===== src/rtl/output_deskew.sv =====
// Re-aligns the diagonally skewed systolic-array result stream into whole rows and
// drives one write strobe per row, with tile row tracking and a sticky skew error.
module output_deskew #(
  parameter int MATRIX_SIZE = 2,
  parameter int DATA_WIDTH  = 16
) (
  input  logic                         clk,
  input  logic                         rstn,
  input  logic                         clr,
  input  logic signed [DATA_WIDTH-1:0] in_data  [MATRIX_SIZE],
  input  logic        [MATRIX_SIZE-1:0] in_valid,
  output logic signed [DATA_WIDTH-1:0] out_data [MATRIX_SIZE],
  output logic                         out_wr_en,
  output logic        [7:0]            row_idx,
  output logic                         tile_done,
  output logic                         skew_err
);

  localparam logic [7:0] LAST_ROW = 8'(MATRIX_SIZE - 1);

  logic signed [DATA_WIDTH-1:0] data_p0 [MATRIX_SIZE];
  logic        [MATRIX_SIZE-1:0] vld_p0;
  logic        [7:0]            row_cnt;
  logic                         row_ok;
  logic                         row_mixed;

  // Stage p0: per-column delay lines, column j delayed by MATRIX_SIZE-1-j registers
  for (genvar j = 0; j < MATRIX_SIZE; j++) begin : g_col
    localparam int D = MATRIX_SIZE - 1 - j;
    if (D == 0) begin : g_nodly
      assign data_p0[j] = in_data[j];
      assign vld_p0[j]  = in_valid[j];
    end else begin : g_dly
      logic signed [DATA_WIDTH-1:0] dly_data [D];
      logic        [D-1:0]          dly_vld;

      always_ff @(posedge clk) begin
        if (!rstn) begin
          for (int k = 0; k < D; k++) begin
            dly_data[k] <= '0;
          end
          dly_vld <= '0;
        end else begin
          dly_data[0] <= in_data[j];
          for (int k = 1; k < D; k++) begin
            dly_data[k] <= dly_data[k-1];
          end
          // clr drops every in-flight partial row, including the one sampled now
          dly_vld[0] <= in_valid[j] & ~clr;
          for (int k = 1; k < D; k++) begin
            dly_vld[k] <= dly_vld[k-1] & ~clr;
          end
        end
      end

      assign data_p0[j] = dly_data[D-1];
      assign vld_p0[j]  = dly_vld[D-1];
    end
  end

  assign row_ok    = &vld_p0;
  assign row_mixed = (|vld_p0) & ~row_ok;

  // Stage p1: common output register, row counter and status flags
  always_ff @(posedge clk) begin
    if (!rstn) begin
      for (int j = 0; j < MATRIX_SIZE; j++) begin
        out_data[j] <= '0;
      end
      out_wr_en <= 1'b0;
      tile_done <= 1'b0;
      row_idx   <= '0;
      row_cnt   <= '0;
      skew_err  <= 1'b0;
    end else if (clr) begin
      out_wr_en <= 1'b0;
      tile_done <= 1'b0;
      row_idx   <= '0;
      row_cnt   <= '0;
      skew_err  <= 1'b0;
    end else begin
      out_wr_en <= row_ok;
      tile_done <= row_ok && (row_cnt == LAST_ROW);
      if (row_ok) begin
        out_data <= data_p0;
        row_idx  <= row_cnt;
        row_cnt  <= (row_cnt == LAST_ROW) ? 8'd0 : row_cnt + 8'd1;
      end
      if (row_mixed) begin
        skew_err <= 1'b1;
      end
    end
  end

endmodule


===== config.mk =====
export PLATFORM = sky130hd
export DESIGN_NAME = output_deskew
export DESIGN_NICKNAME = d
export VERILOG_FILES = /design/src/rtl/output_deskew.sv
export SDC_FILE = /design/constraint.sdc
export NUM_CORES = 1
export LEC_CHECK = 0
export CAP_MARGIN = 20
export CORE_MARGIN = 4
export CORE_UTILIZATION = 25
export DETAILED_ROUTE_END_ITERATION = 8
export PLACE_DENSITY = 0.5
export SYNTH_ARGS = -nofsm -noshare
export SYNTH_HDL_FRONTEND = slang
export SYNTH_SLANG_ARGS = --single-unit

===== constraint.sdc =====
create_clock -name clk -period 1.75 [get_ports clk]
set_clock_uncertainty 0.1 [all_clocks]
set_input_delay 0.175 -clock clk [delete_from_list [all_inputs] [get_ports clk]]
set_output_delay 0.175 -clock clk [all_outputs]
set_load 0.05 [all_outputs]

==> impl_metrics.csv <==
group,metric,value,unit
setup_path,path_class,"reg2reg",
clocking,tritoncts,"built",
min_path,hold_path.class,"in2reg",
sta,tightestPinTransition,0.496,ns
grt,grt_antenna_before_repair,0,
clocking,clock_latency,0.34,ns
final_layout,final_nets,389,
setup_path,required,1.88,ns
sta,hold_ws,0.130,ns
final_layout,fillers,970,
grt,grt_pass1_wl,9760,um
route,drtPass1Iterations,4,
grt,grt_max_degree,40,
yosys,ys_warn_count,0,
final_layout,design_area,3580,um2
setup_path,cp.arrival,1.79,ns
power,power_density,904,nW/um2
setup_path,startpoint_type,"flop",
floorplanning,dieArea,11300,um2
route,drc_errors,0,
sta,slew_headroom,67.0,%
floorplanning,die_h,106,um
sta,max_freq,602,MHz
final_layout,fin_cells,483,
yosys,synth_compound_area_share,13.1,%
yosys,syn_area,2420,um2
grt,grt_pass1_vias,2048,
final_layout,layout_commonest_cell,"nand2_1",
floorplanning,die_x,106,um
run_status,outcome,"finished clean",
sta,period_minus_slack,1.66,ns
yosys,yosysSeqAreaShare,56.3,%
clocking,h-tree-depth,3,
sta,fin_ws,0.0890,ns
power,power,3.24,mW
final_layout,n_antenna_cell,0,
yosys,synth_cell_types,24,
final_layout,drive_gt1_share,20.3,%
floorplanning,row_count,35,
power,leakage,1.39,nW
grt,grt_overflow,0,
route,wl_per_cell,12.2,um
sta,setup_viol,0,
grt,gr-usage-all-layers,11.1,%
final_layout,fin_util,38.4,%
job,maxCapViolCount,0,
yosys,synth-seq-cells,68,
place,place_congestion,0.737,
place,dpl-instance-area,3370,um2
place,dp.cells,467,
sta,hold_viol,0,
sta,finalCritPeriodShare,94.9,%
final_layout,layout_common_cells,"69 x nand2_1, 67 x dfxtp_1, 48 x buf_4, 35 x clkdlybuf4s50_1, 27 x a21boi_0",
clocking,cts.sinks,68,
route,totalWireLength,5910,um
setup_path,reg2regPathDepth,5,
min_path,hold_path_depth,2,
power,ir_drop,0.000516,V
yosys,synthMuxAreaShare,3.31,%
setup_path,critPathCaptureType,"flop",
place,dp_slack,-0.106,ns
setup_path,crit_fanout,6,
route,drtIter0Drc,27,
yosys,synth_top_family_by_area,"simple AND/OR/NAND/NOR gates",
route,vias,2008,
clocking,cts_buffer_depth,2,
yosys,syn_inst,258,
yosys,syn_nets,298,
floorplanning,io-pin-count,80,
route,viasPerCell,4.16,
floorplanning,initial_core_util,25.9,%
clocking,root_buffer,"clkbuf_8",
clocking,numCtsBuffers,9,
clocking,clk_pin_slew_worst_paths,0.08,ns
yosys,syn_avg_cell_area,9.38,um2
sta,slew_violations,0,
route,ant_nets,0,
floorplanning,coreArea,9330,um2
place,hpwl,4260,um
yosys,synth_adder_area_share,1.55,%
place,port_buffers,79,
sta,rsz0062_at_grt,"true",
yosys,synth_simple_gate_area_share,21.7,%
final_layout,area_growth,48.0,%
setup_path,r2r_slack,0.09,ns
sta,fin_tns_setup,0,ns
yosys,synth_xor_area_share,1.09,%
-- per-layer routing --
metal / part of all wire (%) / up-vias / track usage, % / wire [um]
met5: 0 / - / 0 / 0
met1: 45 / 934 / 13.3 / 2630
met2: 46 / 50 / 17.4 / 2730
met4: 1.3 / 0 / 3.33 / 76
li1: - / 1015 / - / -
met3: 8.0 / 9 / 5.46 / 470
-- report_power, final --
group	leakage, nW	internal, mW	switching [mW]
registers	0.553	1.58	0.00938
clock network	0.110	0.809	0.629
logic	0.732	0.118	0.0942
-- kinds of logic (layout without fill, tap and decap cells) --
group / Yosys count / in the layout
DFF: 68 / 68
muxes: 8 / 8
AOI/OAI and AO/OA: 43 / 43
buffers and inverters: 18 / 114
xor gates and xnor gates: 3 / 3
adders and majority gates: 3 / 3
and+or+nand+nor: 115 / 115
-- critical path: stages (launching register included) --
cell      delay [ns]
dfxtp_1         0.32
inv_1           0.05
ha_1            0.13
or4b_4          0.48
o311ai_4        0.37
nor2_1          0.09
-- Yosys cell counts (all sizes together) --
master / count / area share (%)
nand2: 69 / 11
dfxtp: 68 / 56
a21boi: 32 / 9.9
and2: 17 / 4.4
nor2: 13 / 2.0
clkbuf: 11 / 1.7
mux2i: 8 / 3.3
a21oi: 5 / 1.0
o21ai: 5 / 1.0
buf: 4 / 0.83
or3: 4 / 1.2
ha: 3 / 1.6
inv: 3 / 0.47
nand4: 3 / 0.78
nor2b: 3 / 0.78
xor2: 3 / 1.1
nand3: 2 / 0.41
and3: 1 / 0.26
nand2b: 1 / 0.26
nor3b: 1 / 0.31
o311ai: 1 / 1.1
or4b: 1 / 0.57
-- registers in the layout, summed over array words and instances, names as in the netlist --
name                  cells
out_data                 32
tile_done                 1
row_cnt                   8
out_wr_en                 1
skew_err                  1
row_idx                   8
g_col.g_dly.dly_data     16
g_col.g_dly.dly_vld       1
-- final timing paths --
kind | startpoint | to
worst max-delay path | row_cnt[1] | row_cnt[4]
worst min-delay path | rstn | out_data[12]
worst max register to register | row_cnt[1] | row_cnt[4]
worst min register to register | g_col[0].g_dly.dly_data[0][7] | out_data[23]
-- timing repair --
item / in CTS / in global routing
hold buffers: 0 / 0
resized for setup: 9 / 1
setup endpoints to repair: 9 / 6
pin swaps: 0 / 3
buffers inserted: 0 / 0
-- final cells by class --
type / count / area (um2) / share of cell area [%]
inverters: 3 / 11.3 / 0.314
repair buffers: 95 / 835 / 23.3
clock buffers: 9 / 124 / 3.46
clock inverters: 7 / 98.8 / 2.76
multi-input cells: 172 / 988 / 27.6
well taps: 129 / 161 / 4.51
flip-flops and latches: 68 / 1360 / 38.1
Power figures use the tool's default switching activity.
